`src/rtl/digicode_multi.sv`:
```
// Keypad access controller: configurable code length, run-time reprogrammable
// code, inter-key timeout, timed door pulse / alarm and lockout after repeated
// failures. All outputs are registered copies of the internal state, so a key
// accepted at edge t becomes visible on the outputs after edge t+1.
module digicode_multi #(
   parameter int                    CODE_LEN     = 5,
   parameter logic [4*CODE_LEN-1:0] DEFAULT_CODE = 20'h40B82,
   parameter int                    MAX_TRIES    = 3,
   parameter int                    TIMEOUT_CYC  = 64,
   parameter int                    DOOR_CYC     = 16,
   parameter int                    ALARM_CYC    = 32,
   localparam int                   EW           = $clog2(CODE_LEN + 1),
   localparam int                   FW           = $clog2(MAX_TRIES + 1)
) (
   input  logic                    clk,
   input  logic                    reset,
   input  logic                    key_valid,
   input  logic [3:0]              code,
   input  logic                    daytime,
   input  logic                    timeout,
   input  logic                    prog_en,
   input  logic [4*CODE_LEN-1:0]   prog_code,
   output logic                    door,
   output logic                    alarm,
   output logic                    locked,
   output logic [EW-1:0]           entry_cnt,
   output logic [FW-1:0]           fail_cnt
);

   localparam int TW = $clog2(TIMEOUT_CYC + 1);
   localparam int DW = $clog2(DOOR_CYC + 1);
   localparam int AW = $clog2(ALARM_CYC + 1);

   typedef enum logic [2:0] {
      S_IDLE   = 3'd0,
      S_ENTRY  = 3'd1,
      S_OPEN   = 3'd2,
      S_ALARM  = 3'd3,
      S_LOCKED = 3'd4
   } state_t;

   state_t                  state_q, state_d;
   logic [4*CODE_LEN-1:0]   code_reg_q, code_reg_d;
   logic [EW-1:0]           ent_q, ent_d;
   logic [FW-1:0]           fails_q, fails_d;
   logic [TW-1:0]           to_cnt_q, to_cnt_d;
   logic [DW-1:0]           door_cnt_q, door_cnt_d;
   logic [AW-1:0]           alarm_cnt_q, alarm_cnt_d;
   logic                    door_q, door_d;
   logic                    alarm_q, alarm_d;
   logic                    locked_q, locked_d;
   logic [EW-1:0]           entry_cnt_q, entry_cnt_d;
   logic [FW-1:0]           fail_cnt_q, fail_cnt_d;

   logic [3:0]              cur_digit_s;
   logic                    is_p_s, is_c_s, hit_s, abort_s;
   logic                    go_fail_s, go_open_s;

   // Key decode: compare against the expected digit; digits >= C never match.
   always_comb begin
      cur_digit_s = code_reg_q[4*ent_q +: 4];
      is_p_s      = (code == 4'hD);
      is_c_s      = (code == 4'hC);
      hit_s       = (code < 4'hC) && (code == cur_digit_s);
      // external strobe, or the last allowed idle cycle passing with no key
      abort_s     = timeout || ((to_cnt_q == TW'(TIMEOUT_CYC - 1)) && !key_valid);
   end

   // Next-state, counters and registered-output computation.
   always_comb begin
      state_d     = state_q;
      code_reg_d  = code_reg_q;
      ent_d       = ent_q;
      fails_d     = fails_q;
      to_cnt_d    = to_cnt_q;
      door_cnt_d  = door_cnt_q;
      alarm_cnt_d = alarm_cnt_q;
      go_fail_s   = 1'b0;
      go_open_s   = 1'b0;

      case (state_q)
         S_IDLE: begin
            to_cnt_d    = '0;
            door_cnt_d  = '0;
            alarm_cnt_d = '0;
            if (prog_en) begin
               code_reg_d = prog_code;      // a key in the same cycle is dropped
            end else if (key_valid) begin
               if (is_p_s) begin
                  go_open_s = daytime;
                  go_fail_s = !daytime;
               end else if (is_c_s) begin
                  state_d = S_IDLE;
               end else if (hit_s) begin
                  if (CODE_LEN == 1) begin
                     go_open_s = 1'b1;
                  end else begin
                     state_d = S_ENTRY;
                     ent_d   = EW'(1);
                  end
               end else begin
                  go_fail_s = 1'b1;
               end
            end else begin
               state_d = S_IDLE;
            end
         end
         S_ENTRY: begin
            if (abort_s) begin
               go_fail_s = 1'b1;            // timeout beats a simultaneous key
               to_cnt_d  = TW'(TIMEOUT_CYC);
            end else if (key_valid) begin
               to_cnt_d = '0;
               if (is_c_s) begin
                  state_d = S_IDLE;
                  ent_d   = '0;
               end else if (is_p_s) begin
                  go_open_s = daytime;
                  go_fail_s = !daytime;
               end else if (hit_s) begin
                  if (ent_q == EW'(CODE_LEN - 1)) begin
                     go_open_s = 1'b1;
                  end else begin
                     ent_d = ent_q + 1'b1;
                  end
               end else begin
                  go_fail_s = 1'b1;
               end
            end else begin
               to_cnt_d = to_cnt_q + 1'b1;
            end
         end
         S_OPEN: begin
            if (door_cnt_q == DW'(DOOR_CYC - 1)) begin
               door_cnt_d = DW'(DOOR_CYC);  // hold terminal count on exit
               state_d    = S_IDLE;
            end else begin
               door_cnt_d = door_cnt_q + 1'b1;
            end
         end
         S_ALARM: begin
            if (alarm_cnt_q == AW'(ALARM_CYC - 1)) begin
               alarm_cnt_d = AW'(ALARM_CYC);
               state_d     = S_IDLE;
            end else begin
               alarm_cnt_d = alarm_cnt_q + 1'b1;
            end
         end
         S_LOCKED: begin
            state_d = S_LOCKED;             // only reset leaves lockout
         end
         default: begin
            state_d = S_IDLE;
         end
      endcase

      if (go_fail_s) begin
         ent_d       = '0;
         alarm_cnt_d = '0;
         if (fails_q != FW'(MAX_TRIES)) begin
            fails_d = fails_q + 1'b1;
         end else begin
            fails_d = fails_q;
         end
         if (fails_q >= FW'(MAX_TRIES - 1)) begin
            state_d = S_LOCKED;
         end else begin
            state_d = S_ALARM;
         end
      end else if (go_open_s) begin
         ent_d      = '0;
         fails_d    = '0;
         door_cnt_d = '0;
         state_d    = S_OPEN;
      end else begin
         fails_d = fails_d;
      end

      door_d      = (state_q == S_OPEN);
      alarm_d     = (state_q == S_ALARM) || (state_q == S_LOCKED);
      locked_d    = (state_q == S_LOCKED);
      entry_cnt_d = ent_q;
      fail_cnt_d  = fails_q;
   end

   // State, code register, counters and output registers.
   always_ff @(posedge clk or negedge reset) begin
      if (!reset) begin
         state_q     <= S_IDLE;
         code_reg_q  <= DEFAULT_CODE;
         ent_q       <= '0;
         fails_q     <= '0;
         to_cnt_q    <= '0;
         door_cnt_q  <= '0;
         alarm_cnt_q <= '0;
         door_q      <= 1'b0;
         alarm_q     <= 1'b0;
         locked_q    <= 1'b0;
         entry_cnt_q <= '0;
         fail_cnt_q  <= '0;
      end else begin
         state_q     <= state_d;
         code_reg_q  <= code_reg_d;
         ent_q       <= ent_d;
         fails_q     <= fails_d;
         to_cnt_q    <= to_cnt_d;
         door_cnt_q  <= door_cnt_d;
         alarm_cnt_q <= alarm_cnt_d;
         door_q      <= door_d;
         alarm_q     <= alarm_d;
         locked_q    <= locked_d;
         entry_cnt_q <= entry_cnt_d;
         fail_cnt_q  <= fail_cnt_d;
      end
   end

   assign door      = door_q;
   assign alarm     = alarm_q;
   assign locked    = locked_q;
   assign entry_cnt = entry_cnt_q;
   assign fail_cnt  = fail_cnt_q;

endmodule
```
`config.mk`:
```
export PLATFORM = sky130hd
export DESIGN_NAME = digicode_multi
export DESIGN_NICKNAME = d
export VERILOG_FILES = /design/src/rtl/digicode_multi.sv
export SDC_FILE = /design/constraint.sdc
export NUM_CORES = 1
export LEC_CHECK = 0
export ABC_AREA = 1
export BUFFER_PORTS_ARGS = -buffer_cell sky130_fd_sc_hd__buf_2
export CAP_MARGIN = 25
export CELL_PAD_IN_SITES_DETAIL_PLACEMENT = 0
export CELL_PAD_IN_SITES_GLOBAL_PLACEMENT = 2
export CORE_MARGIN = 2
export CORE_UTILIZATION = 35
export CTS_CLUSTER_SIZE = 28
export DETAILED_ROUTE_END_ITERATION = 8
export GPL_TIMING_DRIVEN = 0
export PLACE_DENSITY_LB_ADDON = 0.2
export SKIP_CTS_REPAIR_TIMING = 1
export SLEW_MARGIN = 25
export SYNTH_ARGS = -nofsm -noshare
export SYNTH_HDL_FRONTEND = slang
export SYNTH_SLANG_ARGS = --single-unit
```
`constraint.sdc`:
```
create_clock -name clk -period 2.64 [get_ports clk]
set_input_delay 0.132 -clock clk [delete_from_list [all_inputs] [get_ports clk]]
set_output_delay 0.132 -clock clk [all_outputs]
set_load 0.02 [all_outputs]
```
==> Word-level counts from Yosys, hierarchy flattened <==
Cells that the tools add are included.
{ "totals": {"wordCells": 123, "reg_bits": 54} }
{ "classes": {"reduce_logical": 15, "n_mux": 60, "shift": 1, "n_lt_le_gt_ge": 2, "n_eq_ne": 28, "add_sub_neg": 5} }
{ "op_table": {"columns": ["cell", "n"], "rows": [
  ["$mux W3", 25],
  ["$ne A4 B4 Y1 const B", 9],
  ["$ne A5 B5 Y1 const B", 4],
  ["$shiftx A20 B6 Y4", 1],
  ["$mux W1", 18],
  ["$mux W5", 3],
  ["$pmux W3 S5", 1],
  ["$mux W7", 2],
  ["$pmux W7 S2", 1],
  ["$mux W6", 2],
  ["$pmux W6 S2", 1],
  ["$reduce_and A11 Y1", 1],
  ["$pmux W5 S2", 1],
  ["$eq A4 B4 Y1 const B", 2],
  ["$reduce_and A8 Y1", 1],
  ["$add A7 B1 Y7 const B", 1],
  ["$eq A7 B6 Y1 const B", 1],
  ["$add A6 B1 Y6 const B", 1],
  ["$eq A3 B2 Y1 const B", 2],
  ["$eq A3 B3 Y1 const B", 2],
  ["$eq A6 B5 Y1 const B", 1],
  ["$mux W2", 3],
  ["$ne A6 B6 Y1 const B", 1],
  ["$pmux W3 S2", 1],
  ["20 further kinds", 26]
]} }

==> Longest topological paths before layout <==
{ "logic_depth": {"depth_word": 11, "mapped_depth": 19, "depth_no_buf": 19} }

==> Worst setup path after synthesis <==
Ideal clock, no wire load.
{ "synth_path": {"path_kind": "reg2reg", "startpoint": "reg ent_q[0]", "endpoint": "reg alarm_cnt_q[4]", "stages_incl_launch_ff": 15, "setup_slack_ps": 795, "t_arrival_ps": 1771, "setup_time_ps": 74, "period_less_slack_ps": 1845, "path_cell_list": "dfrtp_1 -> buf_6 -> nor2_2 -> nand3_1 -> nand3_1 -> nand2_1 -> nor2_2 -> nand3_2 -> nand2_2 -> nand2_4 -> nand2_4 -> nand2_4 -> nor3_4 -> inv_2 -> o21ai_2"} }
{ "synth_via": {"elab_chain_len": 10, "elab_cells_between_ends": 15} }
{ "synth_lines": {"columns": ["element", "line", "rtl"], "rows": [
  ["start, declared", "44", "logic [EW-1:0] ent_q, ent_d;"],
  ["start signal, assigned", "204", "ent_q <= ent_d;"],
  ["$shiftx A20 B6 Y4 (*)", "61", "cur_digit_s = code_reg_q[4*ent_q +: 4];"],
  ["$eq A4 B4 Y1 (*)", "64", "hit_s = (code < 4'hC) && (code == cur_digit_s);"],
  ["$logic_and A1 B1 Y1 (*)", "64", null],
  ["$mux W1 (*)", "94, 120", null],
  ["$mux W1 (on tied branches)", "117, 92", null],
  ["$mux W1 (on tied branches)", "114, 89", null],
  ["$mux W1 (on tied branches)", "112, 88", null],
  ["$mux W1 (on tied branches)", "109, 86", null],
  ["$pmux W1 S2 (*)", "81", "case (state_q)"],
  ["$reduce_bool A3 Y1 (no line) / $mux W6 (equally long branches)", null, null],
  ["end signal, assigned", "208", "alarm_cnt_q <= alarm_cnt_d;"],
  ["end, declared", "48", "logic [AW-1:0] alarm_cnt_q, alarm_cnt_d;"]
]} }
Every way passes the cells marked *; elsewhere a longest branch is shown, timed or not.
A chain may end at the register's enable or synchronous reset.

==> Worst setup path after layout <==
{ "layout_path": {"startpoint": "reg ent_q[1]", "endpoint": "reg state_q[0]"} }
{ "layout_via": {"elab_chain_len": 11, "elab_cells_between_ends": 32} }
{ "layout_lines": {"columns": ["element", "line", "rtl"], "rows": [
  ["$shiftx A20 B6 Y4", "61", null],
  ["$eq A4 B4 Y1", "64", null],
  ["$logic_and A1 B1 Y1", "64", null],
  ["$mux W1 (on tied branches)", "94, 120", null],
  ["$mux W1 (on tied branches)", "117, 92", null],
  ["$mux W1 (on tied branches)", "114, 89", null],
  ["$mux W1 (on tied branches)", "112, 88", null],
  ["$mux W1 (on tied branches)", "109, 86", null],
  ["$pmux W1 S2", "81", null],
  ["$ne A6 B6 Y1 (no line) (tied with other cells)", null, null],
  ["$reduce_and A8 Y1 (no line) / $mux W3 (equally long branches)", null, null],
  ["end signal, assigned", "202", "state_q <= state_d;"],
  ["end, declared", "42", "state_t state_q, state_d;"]
]} }
Parallel ways exist; a longest one is shown, timed or not.

==> flow_summary_export.csv <==
group,metric,value,unit
global_routing,grt_antenna_before_repair,0,
run,cap_viol_max_count,0,
logic_synthesis,synth_fp_nets,387,
sta,slew_headroom,0.531,
critical_path,worstPathMaxFanout,8,
final_layout,drive_above_1_share,0.268,
sta,hold_slack,51.8,ps
critical_path,critical_path_required,2840,ps
routing,wl_per_cell,13.1,um
clock_network,clk_pin_slew,100,ps
sta,tns,0,ps
final_layout,final_nets,432,
sta,hold_viol,0,
routing,vias,2367,
logic_synthesis,synth.distinct_cells,46,
routing,dr.pass1.iters,4,
global_routing,grt_overflow,0,
critical_path,path_class,"register to register",
logic_synthesis,syn_inst,349,
power,p_leak,1.69,nW
floorplan,die_area,0.00933,sq mm
logic_synthesis,ys.flop_type,"dfrtp_1",
min_path,hold_class,"primary input to register",
routing,ant_nets,0,
sta,rsz0062_at_grt,"no",
sta,setup_viol,0,
sta,slew_violations,0,
logic_synthesis,syn_avg_cell_area,8.60,sq um
routing,avgViaCountPerCell,4.73,
critical_path,worst_setup_path_start_kind,"register",
place,dp_hpwl,4.91,mm
power,power_density,1010,mW/mm^2
sta,skew,9.49,ps
sta,period_share,0.858,
sta,worst-slew-pin-transition,703,ps
clock_network,cts_tree,"built",
global_routing,grt_max_degree,55,
critical_path,r2r_cells,17,
floorplan,pin_count,38,
logic_synthesis,synth_top_cells_by_area,"dfrtp_1 (40%), nand2_1 (8.5%), dfstp_2 (5.3%), nand3_1 (4.7%), inv_1 (4.5%)",
final_layout,area_delta_synth_final,14.6,%
clock_network,cts_max_level,2,
place,gp_congestion,0.766,
floorplan,core-area,0.00826,sq mm
final_layout,n_antenna_cell,0,
logic_synthesis,ys_warn_count,0,
floorplan,dieWidth,96.6,um
final_layout,nFillCells,884,
clock_network,clock_latency,310,ps
critical_path,endpoint_kind,"register",
logic_synthesis,yosys_register_bits,54,
logic_synthesis,yosys.area.top_type,"dfrtp_1",
floorplan,start_util,0.363,
logic_synthesis,synth_edf_count,0,
clock_network,cts_root_buf,"clkbuf_8",
clock_network,cts_num_sinks,54,
floorplan,die_h,96.6,um
place,port_buffers,37,
logic_synthesis,async_flop_share,1.00,
routing,drc_errors,0,
clock_network,numCtsBuffers,5,
power,peakVddDrop,0.000407,V
routing,drt_iter0_drc,75,
min_path,whs_path_depth,2,
logic_synthesis,ys_seq_area_frac,0.453,
logic_synthesis,netlist.area_leader.share,0.400,
sta,fmax,442,MHz
critical_path,critPathArrivalTime,2470,ps
run_status,status,"finished, final reports clean",
sta,layout_min_cycle_time,2260,ps
global_routing,grt_pass1_vias,2377,
floorplan,rows,33,
logic_synthesis,netlist_area,0.00300,sq mm
routing,wl,6.57,mm
global_routing,gr-usage-all-layers,0.152,
clock_network,cts_buffer_depth,2,
global_routing,grt_first_pass_wirelength,11.1,mm
## layout make-up
type | count | area (sq um) | share of cell area
flip-flops and latches | 54 | 1360 | 0.395
well taps | 105 | 131 | 0.0382
plain buffers | 6 | 35.0 | 0.0102
clock buffers | 6 | 72.6 | 0.0211
repair buffers | 38 | 198 | 0.0575
inverters | 50 | 189 | 0.0549
multi-input cells | 239 | 1420 | 0.412
clock inverters | 2 | 37.5 | 0.0109
## stage by stage
stage | cell area (sq um) | instances | util | setup slack, ps | total power (W)
6_report | 3440 | 500 | 0.417 | 376 | 0.00348
5_1_grt | 3440 | 500 | 0.417 | 74.4 | 0.00381
4_1_cts | 3430 | 499 | 0.415 | 343 | 0.00355
3_5_place_dp | 3320 | 491 | 0.402 | 365 | 0.00297
3_3_place_gp | 3320 | 491 | 0.402 | 345 | 0.00295
2_1_floorplan | 3000 | 349 | - | 795 | 0.00254
## where the power goes
part	leakage [nW]	total [W]	internal, W	switching (W)
combinational	0.965	0.00159	0.000588	0.00100
clock	0.0514	0.000564	0.000284	0.000281
sequential	0.676	0.00133	0.00114	0.000185
total	1.69	0.00348	0.00201	0.00147
## cells in the final DEF, fill, tap and decap left out, types with 3 or more instances in the layout
cell	count
ha_1	8
nand2_4	3
nand2_1	68
o22ai_1	4
nand2_2	7
nand3_1	28
dfrtp_1	48
nand4_1	5
nor2_1	33
inv_1	36
inv_2	11
o21ai_0	6
xor2_1	5
clkbuf_8	5
nor2_4	4
mux2_2	11
dfstp_2	6
o21ai_1	9
buf_2	37
clkbuf_1	3
nor3_1	6
a21oi_1	16
xnor2_1	3
## final timing paths
check                      slack, ps              to     startpoint
min                               50  code_reg_q[15]  prog_code[15]
min in group asynchronous        400  code_reg_q[10]          reset
min reg2reg                      370    entry_cnt[2]       ent_q[2]
max in group asynchronous       1770   fail_cnt_d[0]          reset
max                              380      state_q[0]       ent_q[1]
max reg2reg                      380      state_q[0]       ent_q[1]
## cells by family after synthesis
group / after synthesis / synth area share
AND/OR/NAND/NOR: 164 / 0.269
buffers and inverters: 56 / 0.0746
flip-flops: 54 / 0.453
AO/OA/AOI/OAI: 47 / 0.102
multiplexers: 12 / 0.0446
XOR/XNOR: 8 / 0.0234
adder cells (fa/ha/maj): 8 / 0.0334
## sequential cells by signal, summed over array words and instances (netlist names)
signal and cells:
locked 1, state_q 3, fail_cnt 2, ent_q 3, fail_cnt_d 2, door 1, alarm_cnt_q 6, alarm 1
to_cnt_q 7, entry_cnt 3, door_cnt_q 5, code_reg_q 20
## critical path, cell delays in order (launching register included)
cell	delay [ps]
dfrtp_1	410
buf_4	180
inv_1	160
nand3_1	100
nand2_1	80
nand2_1	70
nand3_1	70
nand2_1	60
nor2_2	130
nand4_1	110
nand2_1	130
nand2_2	140
nand2_1	90
nor2_1	50
nand2_1	120
nand4_1	120
nand2_1	80
nand2_1	50
## synthesized netlist by cell type, types with 2 or more instances
library cell  number
o22ai_1            4
dfstp_2            6
nand2_4            3
o21ai_1            9
inv_1             36
inv_2             11
nand2_1           68
nand2_2            7
nor3_1             6
nor3_2             2
xnor2_1            3
o21ai_0            6
mux2_2            11
nand3_1           28
nor2_1            33
o21ai_2            2
dfrtp_1           48
clkbuf_1           2
nor2_2             2
clkinv_1           2
nand3_2            2
nand4_1            5
ha_1               8
a21oi_1           16
xor2_1             5
nor2_4             4
## routing by layer
metal / part of all wire / track usage / up-vias
met1: 0.48 / 0.192 / 1109
met5: 0 / 0 / -
met4: 0.0093 / 0.0352 / 0
met2: 0.48 / 0.269 / 31
li1: - / - / 1220
met3: 0.033 / 0.0295 / 7
Power figures use the tool's default switching activity.
